--- src/rtl/seqdec_param.sv ---
// seqdec_param: parametrised serial pattern detector.
// A gated serial bit stream is shifted MSB-first into a W-bit window. The
// window is compared against a runtime-programmable pattern under a care-mask.
// The block emits a one-cycle match pulse and keeps a saturating match count.
// Optional feature: define SEQDEC_NONOVERLAP_EN to stop matches from sharing
// bits. After each hit the fill count restarts, so W fresh valid bits are
// needed before the next hit.
module seqdec_param #(
  parameter int W     = 8,  // pattern/window width, 2..64
  parameter int CNT_W = 8   // match counter width
) (
  input  logic             Clk,
  input  logic             Reset_n,
  input  logic             InA,
  input  logic             InValid,
  input  logic [W-1:0]     Pattern,
  input  logic [W-1:0]     Mask,
  input  logic             Clear,
  output logic             Out,
  output logic [CNT_W-1:0] MatchCnt,
  output logic             Sat
);

  // fill counts 0..W, so it needs enough bits to hold W itself.
  localparam int FW = $clog2(W + 1);
  localparam logic [FW-1:0] FILL_FULL = FW'(W);

  logic [W-1:0]     sr;
  logic [W-1:0]     sr_next;
  logic [FW-1:0]    fill;
  logic [FW-1:0]    fill_next;
  logic             hit;
  logic [CNT_W-1:0] cnt_next;

  // Next-state logic: shift, fill tracking, match decision and counter update.
  always_comb begin
    // NOTE: every output of this block gets a default before any branch, so no
    // path through it leaves a signal unassigned and no latch is inferred.
    sr_next   = sr;
    fill_next = fill;
    hit       = 1'b0;
    cnt_next  = MatchCnt;

    if (Clear) begin
      // Clear wins over a valid bit; the bit presented this cycle is dropped.
      sr_next   = '0;
      fill_next = '0;
      cnt_next  = '0;
    end else if (InValid) begin
      sr_next   = {sr[W-2:0], InA};
      fill_next = (fill == FILL_FULL) ? FILL_FULL : fill + FW'(1);
      // A hit needs a full window and agreement on every cared-for bit.
      hit       = (fill_next == FILL_FULL) &&
                  (((sr_next ^ Pattern) & Mask) == '0);
`ifdef SEQDEC_NONOVERLAP_EN
      // Restart the fill so the next match is built from fresh bits only.
      if (hit) fill_next = '0;
`else
      // Overlapping detection: the window stays full and may match again.
`endif
      if (hit && (MatchCnt != '1)) cnt_next = MatchCnt + CNT_W'(1);
    end
  end

  // State and output registers; every output is registered.
  always_ff @(posedge Clk or negedge Reset_n) begin
    if (!Reset_n) begin
      sr       <= '0;
      fill     <= '0;
      Out      <= 1'b0;
      MatchCnt <= '0;
      Sat      <= 1'b0;
    end else begin
      // NOTE: sequential state uses non-blocking assignments, so all registers
      // update together from values sampled at the same edge.
      sr       <= sr_next;
      fill     <= fill_next;
      Out      <= hit;
      MatchCnt <= cnt_next;
      Sat      <= (cnt_next == '1);
    end
  end

endmodule

--- config.mk ---
export PLATFORM = sky130hd
export DESIGN_NAME = seqdec_param
export DESIGN_NICKNAME = d
export VERILOG_FILES = /design/src/rtl/seqdec_param.sv
export SDC_FILE = /design/constraint.sdc
export NUM_CORES = 1
export LEC_CHECK = 0
export CORE_MARGIN = 2
export CORE_UTILIZATION = 44
export CTS_CLUSTER_SIZE = 14
export DETAILED_ROUTE_END_ITERATION = 7
export PLACE_DENSITY = 0.75
export SYNTH_ARGS = -nofsm -noshare
export SYNTH_HDL_FRONTEND = slang
export SYNTH_SLANG_ARGS = --single-unit
--- constraint.sdc ---
create_clock -name Clk -period 2.4 [get_ports Clk]
set_input_delay 0.48 -clock Clk [delete_from_list [all_inputs] [get_ports Clk]]
set_output_delay 0.48 -clock Clk [all_outputs]
set_load 0.01 [all_outputs]
==> results.toml, run 1 <==
[synth]
synthFlopType = "dfrtp_1"
synthArstFlopShare = 1.000
synthesis.area_sq_um = 1306
yosysWarnings = 0
postSynthCellCount = 131
synth_nets = 155
yosysSeqAreaShare = 0.4023
postSynthAreaPerCell_sq_um = 9.971
ys_seq_elements = 21
synth_edf_count = 0
ys_types = 38

[final_layout]
stdcell_count = 199
multi_input_area_sq_um = 719.4
nNetsFinal = 193
layout_common_cells = "clkdlybuf4s50_1, dfrtp_1, nor2_1"
diodes = 0
fillers = 241
drive_gt1_frac = 0.1310
seqCellArea_sq_um = 526.8
final_common_cell = "clkdlybuf4s50_1"
area_growth_pct = 29.50
stdcell_area_sq_um = 1692

[clock_network]
clockBufferDepth = 2
clkSlewWorstSetupHoldPaths_ns = 0.13
clk_latency_ns = 0.31
cts_tree = "built"
cts.sinks = 21
post_cts_buffers = 0
cts_buffers = 3
root_buffer = "clkbuf_4"
h-tree-depth = 1

[route]
drc = 0
vias = 1089
detail-route-antenna-nets = 0
wl_met1_um = 1304
drtIter0Drc = 34
drt-total-wl_um = 2927
wl_met2_um = 1492
drt-pass1-iter-count = 4
wire_per_inst_um = 14.71
dr.max_layer_used = "met4"
route.met3.wl_um = 87
avgViaCountPerCell = 5.472

[pwr]
powerDensity_nw_per_um2 = 374.8
switching_share = 0.2564
clkPwrFrac = 0.285
fin_total_pwr_mw = 0.6341
pwr-share-comb = 0.142
vdd_drop_max_mv = 0.2757
p_int_mw = 0.4715
leakagePower_nw = 0.7550
seqPwrFrac = 0.573
switching_power_mw = 0.1626

[run]
drv_cap = 0

[outcome]
status = "finished clean"

[sta]
slew_headroom = 0.6844
worstMarginPinSlew_ns = 0.4719
holdWs_ns = 0.4945
fin_skew_ns = 0.003829
fmaxAchievable_ghz = 0.4359
drv_slew = 0
min_period_ns = 2.294
rsz0062_at_grt = "false"
final.period_utilization = 0.9559
fin_ws_ns = 0.1058
setup_viol = 0
hold_viol_final = 0

[place]
placed_area_sq_um = 1663
gp_congestion = 0.8256
place_hpwl_um = 2232
dp.cells = 195
pre_cts_slack_ns = -0.2104
port_buffers = 30

[grt]
grt_max_degree = 22
grt_usage = 0.1906
grt_pass1_vias = 1077
gr-total-overflow = 0
antenna_found_initial = 0
grt_pass1_wl_um = 4919

[worst_setup_path]
arrival_ns = 2.52
path_max_fanout = 6
cp.required_ns = 2.62
end_kind = "flop"
regToRegSetupSlack_ns = 0.11
setup.worst_path.start_class = "flop"
critical_path_class = "reg2reg"

[floorplanning]
rows = 19
start_util = 0.4696
die_y_um = 58.49
ioPinCount = 31
die_w_um = 58.49
core_area_sq_um = 2781
die-area_sq_um = 3421

[worst_hold_path]
hold_class = "in2async"
## state kept, by name (all words and copies together) (netlist names)
| signal | cells |
|---|---|
| Sat | 1 |
| fill | 4 |
| MatchCnt | 8 |
| sr | 7 |
| Out | 1 |
## Yosys cell counts (all sizes together) (2+ instances only)
master | instances | share of area
nor4 | 2 | 0.021
nor2 | 21 | 0.066
mux2i | 11 | 0.084
xor2 | 12 | 0.080
nand4 | 6 | 0.029
nand3 | 4 | 0.015
nand2 | 6 | 0.017
nand3b | 2 | 0.011
clkbuf | 4 | 0.027
o21ai | 2 | 0.0077
a22oi | 2 | 0.011
inv | 3 | 0.0086
a21oi | 3 | 0.011
ha | 3 | 0.029
dfrtp | 21 | 0.40
nand2b | 4 | 0.019
a31oi | 3 | 0.014
and2 | 2 | 0.011
xnor2 | 3 | 0.020
nor3 | 2 | 0.0077
or2b | 2 | 0.013
and4 | 3 | 0.023
## critical path: stages (launching register included)
cell and delay, ns:
dfrtp_2 0.44, inv_1 0.06, ha_1 0.28, nand2b_1 0.14, a2111o_1 0.30, or3b_4 0.42, nor2_4 0.15, mux2i_1 0.20
nor4bb_1 0.22
## area by class of cell
type	count	area share
clock buffer	3	0.01331
clock inverter	1	0.002959
inverter	3	0.006657
multi-input combinational	101	0.4253
sequential	21	0.3114
tap	31	0.02293
timing repair buffer	39	0.2175
## power groups by stage
| stage | logic, mW | clock network, mW | registers (mW) |
|---|---|---|---|
| finish | 0.0898 | 0.181 | 0.364 |
| floorplan | 0.0377 | 0 | 0.370 |
| CTS | 0.0912 | 0.181 | 0.363 |
| detailed placement | 0.0909 | 0 | 0.370 |
| global route | 0.100 | 0.195 | 0.364 |
| global placement | 0.0885 | 0 | 0.370 |
## timing repair
action                     in CTS  in global routing
hold buffers                    0                  0
resized for setup               0                  2
setup endpoints to repair       0                  1
## worst paths after layout
path,start,end,cells past startpoint
max in group asynchronous,Reset_n,fill[1],2
setup reg to reg,fill[1],Sat,8
hold reg to reg,fill[0],fill[0],3
setup / recovery,fill[1],Sat,8
min in group Clk,fill[0],fill[0],3
hold / removal,Reset_n,sr[4],2
## per-layer routing
| metal | vias to the layer above | GRT usage |
|---|---|---|
| met3 | 5 | 0.01978 |
| li1 | 541 | - |
| met2 | 19 | 0.3274 |
| met1 | 524 | 0.2482 |
| met5 | - | 0 |
| met4 | 0 | 0.06977 |
## per-stage QoR
stage	util	TNS, ns
after floorplan	-	0
after global placement	0.5978	-0.4897
after detailed placement	0.5978	-0.7268
after CTS	0.6077	0
after global routing	0.6082	0
final	0.6082	0
## cells by family (layout without fill, tap and decap cells)
group | count (synthesis) | count (layout) | share of synthesized area
flip-flops | 21 | 21 | 0.4023
adder cells (fa/ha/maj) | 3 | 3 | 0.02874
buffers and inverters | 9 | 46 | 0.04694
XOR/XNOR | 15 | 15 | 0.1006
AO/OA/AOI/OAI | 14 | 14 | 0.07567
AND/OR/NAND/NOR | 58 | 58 | 0.2615
multiplexers | 11 | 11 | 0.08429
Power figures use the tool's default switching activity.
==> inputs of run 2 (changes only) <==
- ABC_AREA: default -> 1
- CORE_UTILIZATION: 44 -> 45
- CTS_CLUSTER_SIZE: 14 -> 25
- PLACE_DENSITY: 0.75 -> 0.76
==> run 2 against run 1 <==
  * The flow now finishes with violations (DRC)
  * Maximum frequency up 13%
  * Clock skew grew 0.0079 ns
  * Hold slack got worse by 0.0050 ns
  * First-iteration DRC count rose to 2.9 times the previous value
  * Critical path depth increased by 5
  * Synthesized cell count is 47% higher
  * Non-clock buffer count fell by 8
  * Combinational power up 17%
  * Count of clock-buffer cells in the layout is the same
==> results.toml, run 2 <==
[synth]
synth_common_cells = "nand2_1, inv_1, dfrtp_1, nand3_1, nor2_1"
synthArstFlopShare = 1.000
yosysWarnings = 0
synth-xor-area-share = 0
synth-compound-area-share = 0.08672
postSynthAreaPerCell_sq_um = 7.027
postSynthCellCount = 193
synth_edf_count = 0
synth_nets = 217
synth_top_family_by_area = "simple AND/OR/NAND/NOR gates"
yosysTopAreaCell = "dfrtp_1"
synthFlopType = "dfrtp_1"
yosysMostFrequentCell = "nand2_1"
synth_area_leaders = "dfrtp_1, nand2_1, inv_1"
synth_top_cell_area_share = 0.3875
yosysSeqAreaShare = 0.3875
synthSimpleGateAreaFrac = 0.3736
ys_seq_elements = 21
synth.area.mux_share = 0
synthesis.area_sq_um = 1356
yosys.area_share.adder = 0.02768
ys_types = 23

[clock_network]
h-tree-depth = 1
post_cts_buffers = 0
clockBufferDepth = 2
cts.sinks = 21
clkSlewWorstSetupHoldPaths_ns = 0.13
cts_hold_buf = 0
root_buffer = "clkbuf_4"
clk_latency_ns = 0.31
cts_buffers = 3
cts_tree = "built"
cts_resized = 0

[sta]
fmaxAchievable_ghz = 0.4936
slew_headroom = 0.7437
setup_viol = 0
final.period_utilization = 0.8441
min_period_ns = 2.026
fin_ws_ns = 0.3741
finalSetupTns_ns = 0
worstMarginPinSlew_ns = 0.3835
rsz0062_at_grt = "false"
hold_viol_final = 0
fin_skew_ns = 0.01176
drv_slew = 0

[route]
detail-route-antenna-nets = 0
drc = 1
drt-total-wl_um = 2795
drtIter0Drc = 97
avgViaCountPerCell = 4.981
drt-pass1-iter-count = 7
wire_per_inst_um = 10.88
vias = 1280

[final_layout]
largest_reg_flops = 8
layout_common_cells = "nand2_1, inv_1, clkdlybuf4s50_1"
diodes = 0
reg_top3 = "MatchCnt x8, sr x7, fill x4"
final_common_cell = "nand2_1"
nNetsFinal = 251
regMostFlops = "MatchCnt"
drive_gt1_frac = 0.1062
area_growth_pct = 27.03

[grt]
grt_max_degree = 22
antenna_found_initial = 0
grt_pass1_vias = 1103
gr-total-overflow = 0
grt_pass1_wl_um = 4857
grt_usage = 0.1826

[worst_setup_path]
cp.required_ns = 2.66
critical_path_class = "reg2reg"
arrival_ns = 2.29
path_max_fanout = 10
end_kind = "flop"
setup.worst_path.start_class = "flop"

[place]
pre_cts_slack_ns = 0.1703
place_hpwl_um = 2193
gp_congestion = 0.8615
port_buffers = 30

[pwr]
leakagePower_nw = 0.8811
powerDensity_nw_per_um2 = 374.4
vdd_drop_max_mv = 0.2091

[floorplanning]
ioPinCount = 31
start_util = 0.4835
rows = 19
die_y_um = 58.90
die-area_sq_um = 3469
core_area_sq_um = 2805
die_w_um = 58.90

[outcome]
violations = "DRC"
status = "complete, but fails checks"

[run]
drv_cap = 0

[worst_hold_path]
hold_class = "in2async"
run 2: cell count changes after synthesis, moves of 5 or more:
| cell | delta |
|---|---|
| mux2i_1 | -11 |
| nand2_1 | +43 |
| nor2_2 | +5 |
| nand3_1 | +17 |
| xor2_1 | -12 |
| o22ai_1 | +11 |
| inv_1 | +36 |
run 2: metal layers:
layer  global-route usage  up-vias  share of wire
li1                     -      677              -
met1               0.2735      558           0.50
met2               0.2698       41           0.43
met5                    0        -              0
met4              0.05844        0          0.012
met3              0.02637        4          0.062
run 2: logic make-up (layout without fill, tap and decap cells):
group	count (synthesis)	count (layout)
buf+inv	45	78
fa+ha+maj	3	3
flops	21	21
compound gates	18	18
simple gates	106	106
run 2: area by class of cell:
| type | instances | area [sq um] |
|---|---|---|
| Clock inverter | 1 | 5.005 |
| Clock buffer | 3 | 22.52 |
| Sequential cell | 21 | 525.5 |
| Fill cell | 260 | 1082 |
| Tap cell | 31 | 38.79 |
| Inverter | 43 | 161.4 |
| Timing Repair Buffer | 31 | 307.8 |
| Multi-Input combinational cell | 127 | 661.9 |
run 2: worst max-delay path, stage by stage, from the launching register on:
cell     delay, ns
dfrtp_1       0.42
inv_1         0.11
ha_1          0.30
inv_1         0.07
nand2_1       0.06
a21oi_2       0.15
nand3_2       0.16
nor2_8        0.21
nand3_2       0.11
nand2_1       0.09
nand3_2       0.06
nor2_1        0.12
nand2_1       0.07
nor2_2        0.07
run 2: report_power, final:
group	internal (mW)	switching, mW	total (mW)
Combinational	0.0507	0.0544	0.105
Clock	0.0623	0.115	0.177
Sequential	0.359	0.00453	0.363
run 2: worst paths after layout:
| check | cells past startpoint | to | slack, ns | startpoint |
|---|---|---|---|---|
| min in group Clk | 2 | sr[6] | 0.57 | sr[6] |
| min | 2 | MatchCnt[1] | 0.49 | Reset_n |
| min reg2reg | 2 | sr[6] | 0.57 | sr[6] |
| max | 13 | Sat | 0.37 | fill[0] |
| max reg2reg | 13 | Sat | 0.37 | fill[0] |
| max in group asynchronous | 2 | sr[4] | 1.69 | Reset_n |
run 2: stage by stage:
| stage | cells | util | total power, mW | area, sq um | hold slack, ns |
|---|---|---|---|---|---|
| after floorplan | 193 | - | 0.4219 | 1356 | 0.1844 |
| after global placement | 253 | 0.6044 | 0.4744 | 1695 | 0.5520 |
| after detailed placement | 253 | 0.6044 | 0.4758 | 1695 | 0.5554 |
| after CTS | 257 | 0.6142 | 0.6508 | 1723 | 0.5006 |
| after global routing | 257 | 0.6142 | 0.6791 | 1723 | 0.5089 |
| final | 257 | 0.6142 | 0.6451 | 1723 | 0.4895 |
